### src/rtl/mat_descan.sv
// rtl/mat_descan.sv - inverse zigzag scan, 8x8 block, ping-pong buffered
module mat_descan #(
    parameter int DW = 10
) (
    input  logic          clk,
    input  logic          rst_n,
    input  logic          vld_in,
    input  logic [DW-1:0] din,
    output logic          vld_out,
    output logic [DW-1:0] dout
);

    typedef enum logic {
        S_IDLE,
        S_OUT
    } state_t;

    // ZZ[k] = raster address of zigzag index k
    localparam logic [5:0] ZZ [64] = '{
         0,  1,  8, 16,  9,  2,  3, 10, 17, 24, 32, 25, 18, 11,  4,  5,
        12, 19, 26, 33, 40, 48, 41, 34, 27, 20, 13,  6,  7, 14, 21, 28,
        35, 42, 49, 56, 57, 50, 43, 36, 29, 22, 15, 23, 30, 37, 44, 51,
        58, 59, 52, 45, 38, 31, 39, 46, 53, 60, 61, 54, 47, 55, 62, 63
    };

    logic [DW-1:0] mem_q [2][64];

    logic [5:0]    wr_cnt_q, wr_cnt_d;
    logic [5:0]    rd_cnt_q, rd_cnt_d;
    logic          wr_bank_q, wr_bank_d;
    logic          rd_bank_q, rd_bank_d;
    logic [1:0]    full_q, full_d;
    state_t        state_q, state_d;
    logic          vld_out_q, vld_out_d;
    logic [DW-1:0] dout_q, dout_d;
    logic          rd_issue;

    // Buffer contents need no reset; the full flags gate every read.
    always_ff @(posedge clk) begin
        if (vld_in) begin
            mem_q[wr_bank_q][ZZ[wr_cnt_q]] <= din;
        end
    end

    always_comb begin
        wr_cnt_d  = wr_cnt_q;
        wr_bank_d = wr_bank_q;
        rd_cnt_d  = rd_cnt_q;
        rd_bank_d = rd_bank_q;
        full_d    = full_q;
        state_d   = state_q;
        vld_out_d = 1'b0;
        dout_d    = dout_q;
        rd_issue  = 1'b0;

        case (state_q)
            S_IDLE:  rd_issue = full_q[rd_bank_q];
            S_OUT:   rd_issue = 1'b1;
            default: rd_issue = 1'b0;
        endcase

        // The IDLE->OUT transition issues raster 0 in the same cycle.
        if (rd_issue) begin
            vld_out_d = 1'b1;
            dout_d    = mem_q[rd_bank_q][rd_cnt_q];
            rd_cnt_d  = rd_cnt_q + 6'd1;
            state_d   = S_OUT;
            if (rd_cnt_q == 6'd63) begin
                full_d[rd_bank_q] = 1'b0;
                rd_bank_d         = ~rd_bank_q;
                state_d           = full_q[~rd_bank_q] ? S_OUT : S_IDLE;
            end
        end

        if (vld_in) begin
            wr_cnt_d = wr_cnt_q + 6'd1;
            if (wr_cnt_q == 6'd63) begin
                full_d[wr_bank_q] = 1'b1;
                wr_bank_d         = ~wr_bank_q;
            end
        end
    end

    always_ff @(posedge clk or negedge rst_n) begin
        if (!rst_n) begin
            wr_cnt_q  <= '0;
            rd_cnt_q  <= '0;
            wr_bank_q <= 1'b0;
            rd_bank_q <= 1'b0;
            full_q    <= '0;
            state_q   <= S_IDLE;
            vld_out_q <= 1'b0;
            dout_q    <= '0;
        end else begin
            wr_cnt_q  <= wr_cnt_d;
            rd_cnt_q  <= rd_cnt_d;
            wr_bank_q <= wr_bank_d;
            rd_bank_q <= rd_bank_d;
            full_q    <= full_d;
            state_q   <= state_d;
            vld_out_q <= vld_out_d;
            dout_q    <= dout_d;
        end
    end

    assign vld_out = vld_out_q;
    assign dout    = dout_q;

endmodule
### config.mk
export PLATFORM = sky130hd
export DESIGN_NAME = mat_descan
export DESIGN_NICKNAME = d
export VERILOG_FILES = /design/src/rtl/mat_descan.sv
export SDC_FILE = /design/constraint.sdc
export NUM_CORES = 1
export LEC_CHECK = 0
export CAP_MARGIN = 20
export CORE_UTILIZATION = 33
export DETAILED_ROUTE_END_ITERATION = 8
export PLACE_DENSITY = 0.49
export SYNTH_ARGS = -nofsm -noshare
export SYNTH_HDL_FRONTEND = slang
export SYNTH_SLANG_ARGS = --single-unit
### constraint.sdc
create_clock -name clk -period 4.2 [get_ports clk]
set_clock_uncertainty 0.2 [all_clocks]
set_input_delay 0.84 -clock clk [delete_from_list [all_inputs] [get_ports clk]]
set_output_delay 0.84 -clock clk [all_outputs]
set_load 0.05 [all_outputs]
==> flow_metrics.env <==
export IMPL_hpwl_um=87920
export IMPL_design_area_mm2=0.06037
export IMPL_cts_root_buffer="clkbuf_16"
export IMPL_grt_pass1_wl_um=198600
export IMPL_cts_tree="done"
export IMPL_synth_async_reset_ratio_pct=2.141
export IMPL_cp_cell_sequence="inv_1 > ha_1 > nor2b_1 > o2bb2ai_1 > a2111oi_0 > nor2_1 > nand3_1 > buf_4 > nor2_1"
export IMPL_whs_path_depth=1
export IMPL_maxSlewHeadroom_pct=28.70
export IMPL_crit_path_max_fanout=12
export IMPL_max_vdd_ir_drop_uv=360.2
export IMPL_r2r_slack_ps=280
export IMPL_critPathLaunchType="flip-flop"
export IMPL_dpl_cell_area_mm2=0.05565
export IMPL_crit_top_cell="nor2_1"
export IMPL_antenna_left=0
export IMPL_grt_usage_pct=17.57
export IMPL_layout_nets=2746
export IMPL_crit_slowest_cell="nor2_1"
export IMPL_dieHeight_um=398.3
export IMPL_yosysUniqueCellTypes=64
export IMPL_path_class="reg -> reg"
export IMPL_synth_most_common_cell="edfxtp_1"
export IMPL_synth_fp_nets=2511
export IMPL_fin_setup_tns_ps=0
export IMPL_yosysTopAreaCellShare_pct=74.18
export IMPL_syn_area_mm2=0.05182
export IMPL_powerDensity_mw_per_mm2=512.4
export IMPL_whs_ps=229.4
export IMPL_rsz0062_at_grt="no"
export IMPL_clkTransAtPathRegs_ps=60
export IMPL_worstPathArrival_ps=4110
export IMPL_synth_area_leaders="edfxtp_1, mux4_2, mux2i_1, nor2_1, dfrtp_1"
export IMPL_gp_congestion=0.8769
export IMPL_postSynthCellCount=2475
export IMPL_start_util_pct=33.21
export IMPL_gr_total_overflow=0
export IMPL_synth_edf_count=1280
export IMPL_avgRoutedWirePerCell_um=28.20
export IMPL_synthFlopType="edfxtp_1"
export IMPL_post_place_ws_ps=-192.9
export IMPL_fp_dieW_um=398.3
export IMPL_synthDominantAreaCellType="edfxtp_1"
export IMPL_synth_top_cells_by_count="edfxtp_1, mux4_2, nor2_1"
export IMPL_clock_latency_ps=780
export IMPL_min_from="din[2]"
export IMPL_avgSynthCellArea_um2=20.94
export IMPL_drcViolationCount=0
export IMPL_holdPathEnd="mem_q[1][132]"
export IMPL_cp_slowest_stage_delay_ps=710
export IMPL_grt_antenna_before_repair=4
export IMPL_end_kind="flip-flop"
export IMPL_setup_viol=0
export IMPL_drive_gt1_share_pct=28.67
export IMPL_status="complete, no violations"
export IMPL_io_pins=24
export IMPL_rr_worst_depth=9
export IMPL_firstDrtPassIters=6
export IMPL_clk_path_buf_depth=3
export IMPL_achievable_frequency_mhz=255.1
export IMPL_maxCapViolCount=0
export IMPL_synth_seq_cells=1308
export IMPL_finalMaxSlewViolations=0
export IMPL_layout_area_overhead_vs_synth_pct=16.51
export IMPL_yosys_warnings=0
export IMPL_clock_sinks=1308
export IMPL_finish_utilization_pct=38.69
export IMPL_reg2reg_from="wr_cnt_q[1]"
export IMPL_route_vias_total=25600
export IMPL_nFillCells=14030
export IMPL_rr_endpoint="mem_q[1][534]"
export IMPL_floorplan_rows=145
export IMPL_hold_viol=0
export IMPL_fin_ws_ps=279.4
export IMPL_dr_first_iter_drc_count=2481
export IMPL_finalCriticalPeriod_ps=3921
export IMPL_drt_total_wl_um=137700
export IMPL_cts_made_buffers=143
export IMPL_ys_seq_area_share_pct=75.53
export IMPL_io_buffers=23
export IMPL_worstHoldPathType="in -> reg"
export IMPL_power_leakage_nw=18.62
export IMPL_avgViaCountPerCell=5.242
export IMPL_coreArea_mm2=0.1560
export IMPL_grt_pass1_vias=26590
export IMPL_h_tree_depth=4
export IMPL_tightest_slew_ps=1070
export IMPL_dieArea_mm2=0.1586
export IMPL_critical_path_required_ps=4390
export IMPL_grt_start_max_net_pins=78
export IMPL_period_share_pct=93.35
## logic make-up (layout without fill, tap and decap cells)
group	Yosys count	count (layout)	share of synthesized area (%)
AO/OA/AOI/OAI	179	179	2.557
adder cells (fa/ha/maj)	23	23	0.5554
other	0	1	0
XOR/XNOR	11	11	0.1859
AND/OR/NAND/NOR	338	338	2.893
flip-flops	1308	1308	75.53
multiplexers	461	461	16.53
buffers and inverters	155	505	1.746
## cells in the final DEF (no fill, tap or decap), types with 13 or more instances in the layout
cell type	count
edfxtp_1	1280
mux4_2	312
buf_4	190
nor2_1	174
clkbuf_16	146
mux2i_1	114
nand2_1	46
mux2_2	34
a21oi_1	33
buf_12	29
o221ai_1	28
clkbuf_1	28
clkinv_1	27
clkinv_2	25
nand3_1	23
ha_1	23
dfrtp_1	23
nor2_2	22
a211oi_1	20
nand3b_1	16
o22ai_1	15
o21ai_0	13
a211o_1	13
bufinv_16	13
## layer usage
layer	vias to the layer above	share of wire, %	global-route usage [%]
li1	10770	-	-
met1	13820	43	24.20
met2	825	49	28.80
met3	187	5.5	2.982
met4	0	2.2	4.625
met5	-	0	0
## flip-flops by register name, summed over array words and instances, names as in the netlist
name       count
rd_cnt_q       6
mem_q       1280
wr_bank_q      1
vld_out        1
wr_cnt_q       6
dout          10
state_q        1
rd_bank_q      1
full_q         2
## area by class of cell
cell class / instances / area, um^2 / area share (%)
Inverter: 10 / 37.54 / 0.06218
Tap cell: 2058 / 2575 / 4.265
Sequential cell: 1308 / 39150 / 64.85
Timing Repair Buffer: 235 / 2165 / 3.585
Antenna cell: 1 / 2.502 / 0.004145
Clock inverter: 85 / 838.3 / 1.389
Multi-Input combinational cell: 1012 / 11830 / 19.59
Clock buffer: 175 / 3772 / 6.249
## worst max-delay path by stage
stage	startpoint	slack (ps)	end	depth (start not counted)
floorplan	wr_cnt_q[2]	550	mem_q[0][370]	10
global placement	wr_cnt_q[1]	-330	mem_q[0][613]	10
detailed placement	wr_cnt_q[1]	-190	mem_q[1][614]	10
CTS	wr_cnt_q[1]	170	mem_q[1][195]	9
global route	wr_cnt_q[1]	8	mem_q[1][31]	9
finish	wr_cnt_q[1]	280	mem_q[1][534]	9
## repair_timing
item | 4_1_cts | 5_1_grt
endpoints found under the setup margin | 157 | 100
hold buffers | 1 | 0
resized for setup | 11 | 11
buffers inserted | 1 | 0
endpoints found under the hold margin | 28 | 0
pin swaps | 1 | 0
## critical path: cells and delay by family (launching register included)
family                     cells  cell delay [ps]
adders and majority gates      1              410
DFF                            1              580
and+or+nand+nor                4             1670
buffers and inverters          2              340
AOI/OAI and AO/OA              2              350
## metrics by stage
stage	power (W)	instances
5_1_grt	0.03194	4883
2_1_floorplan	0.01692	2475
4_1_cts	0.03123	4880
3_3_place_gp	0.01880	4617
6_report	0.03093	4884
3_5_place_dp	0.01879	4618
## power breakdown
| group | leakage (nW) | internal (W) | switching, W |
|---|---|---|---|
| logic | 4.56 | 0.00104 | 0.00241 |
| clock network | 2.24 | 0.00722 | 0.00513 |
| registers | 11.8 | 0.0149 | 0.000191 |
No activity file was read; power rests on OpenSTA's default activity.
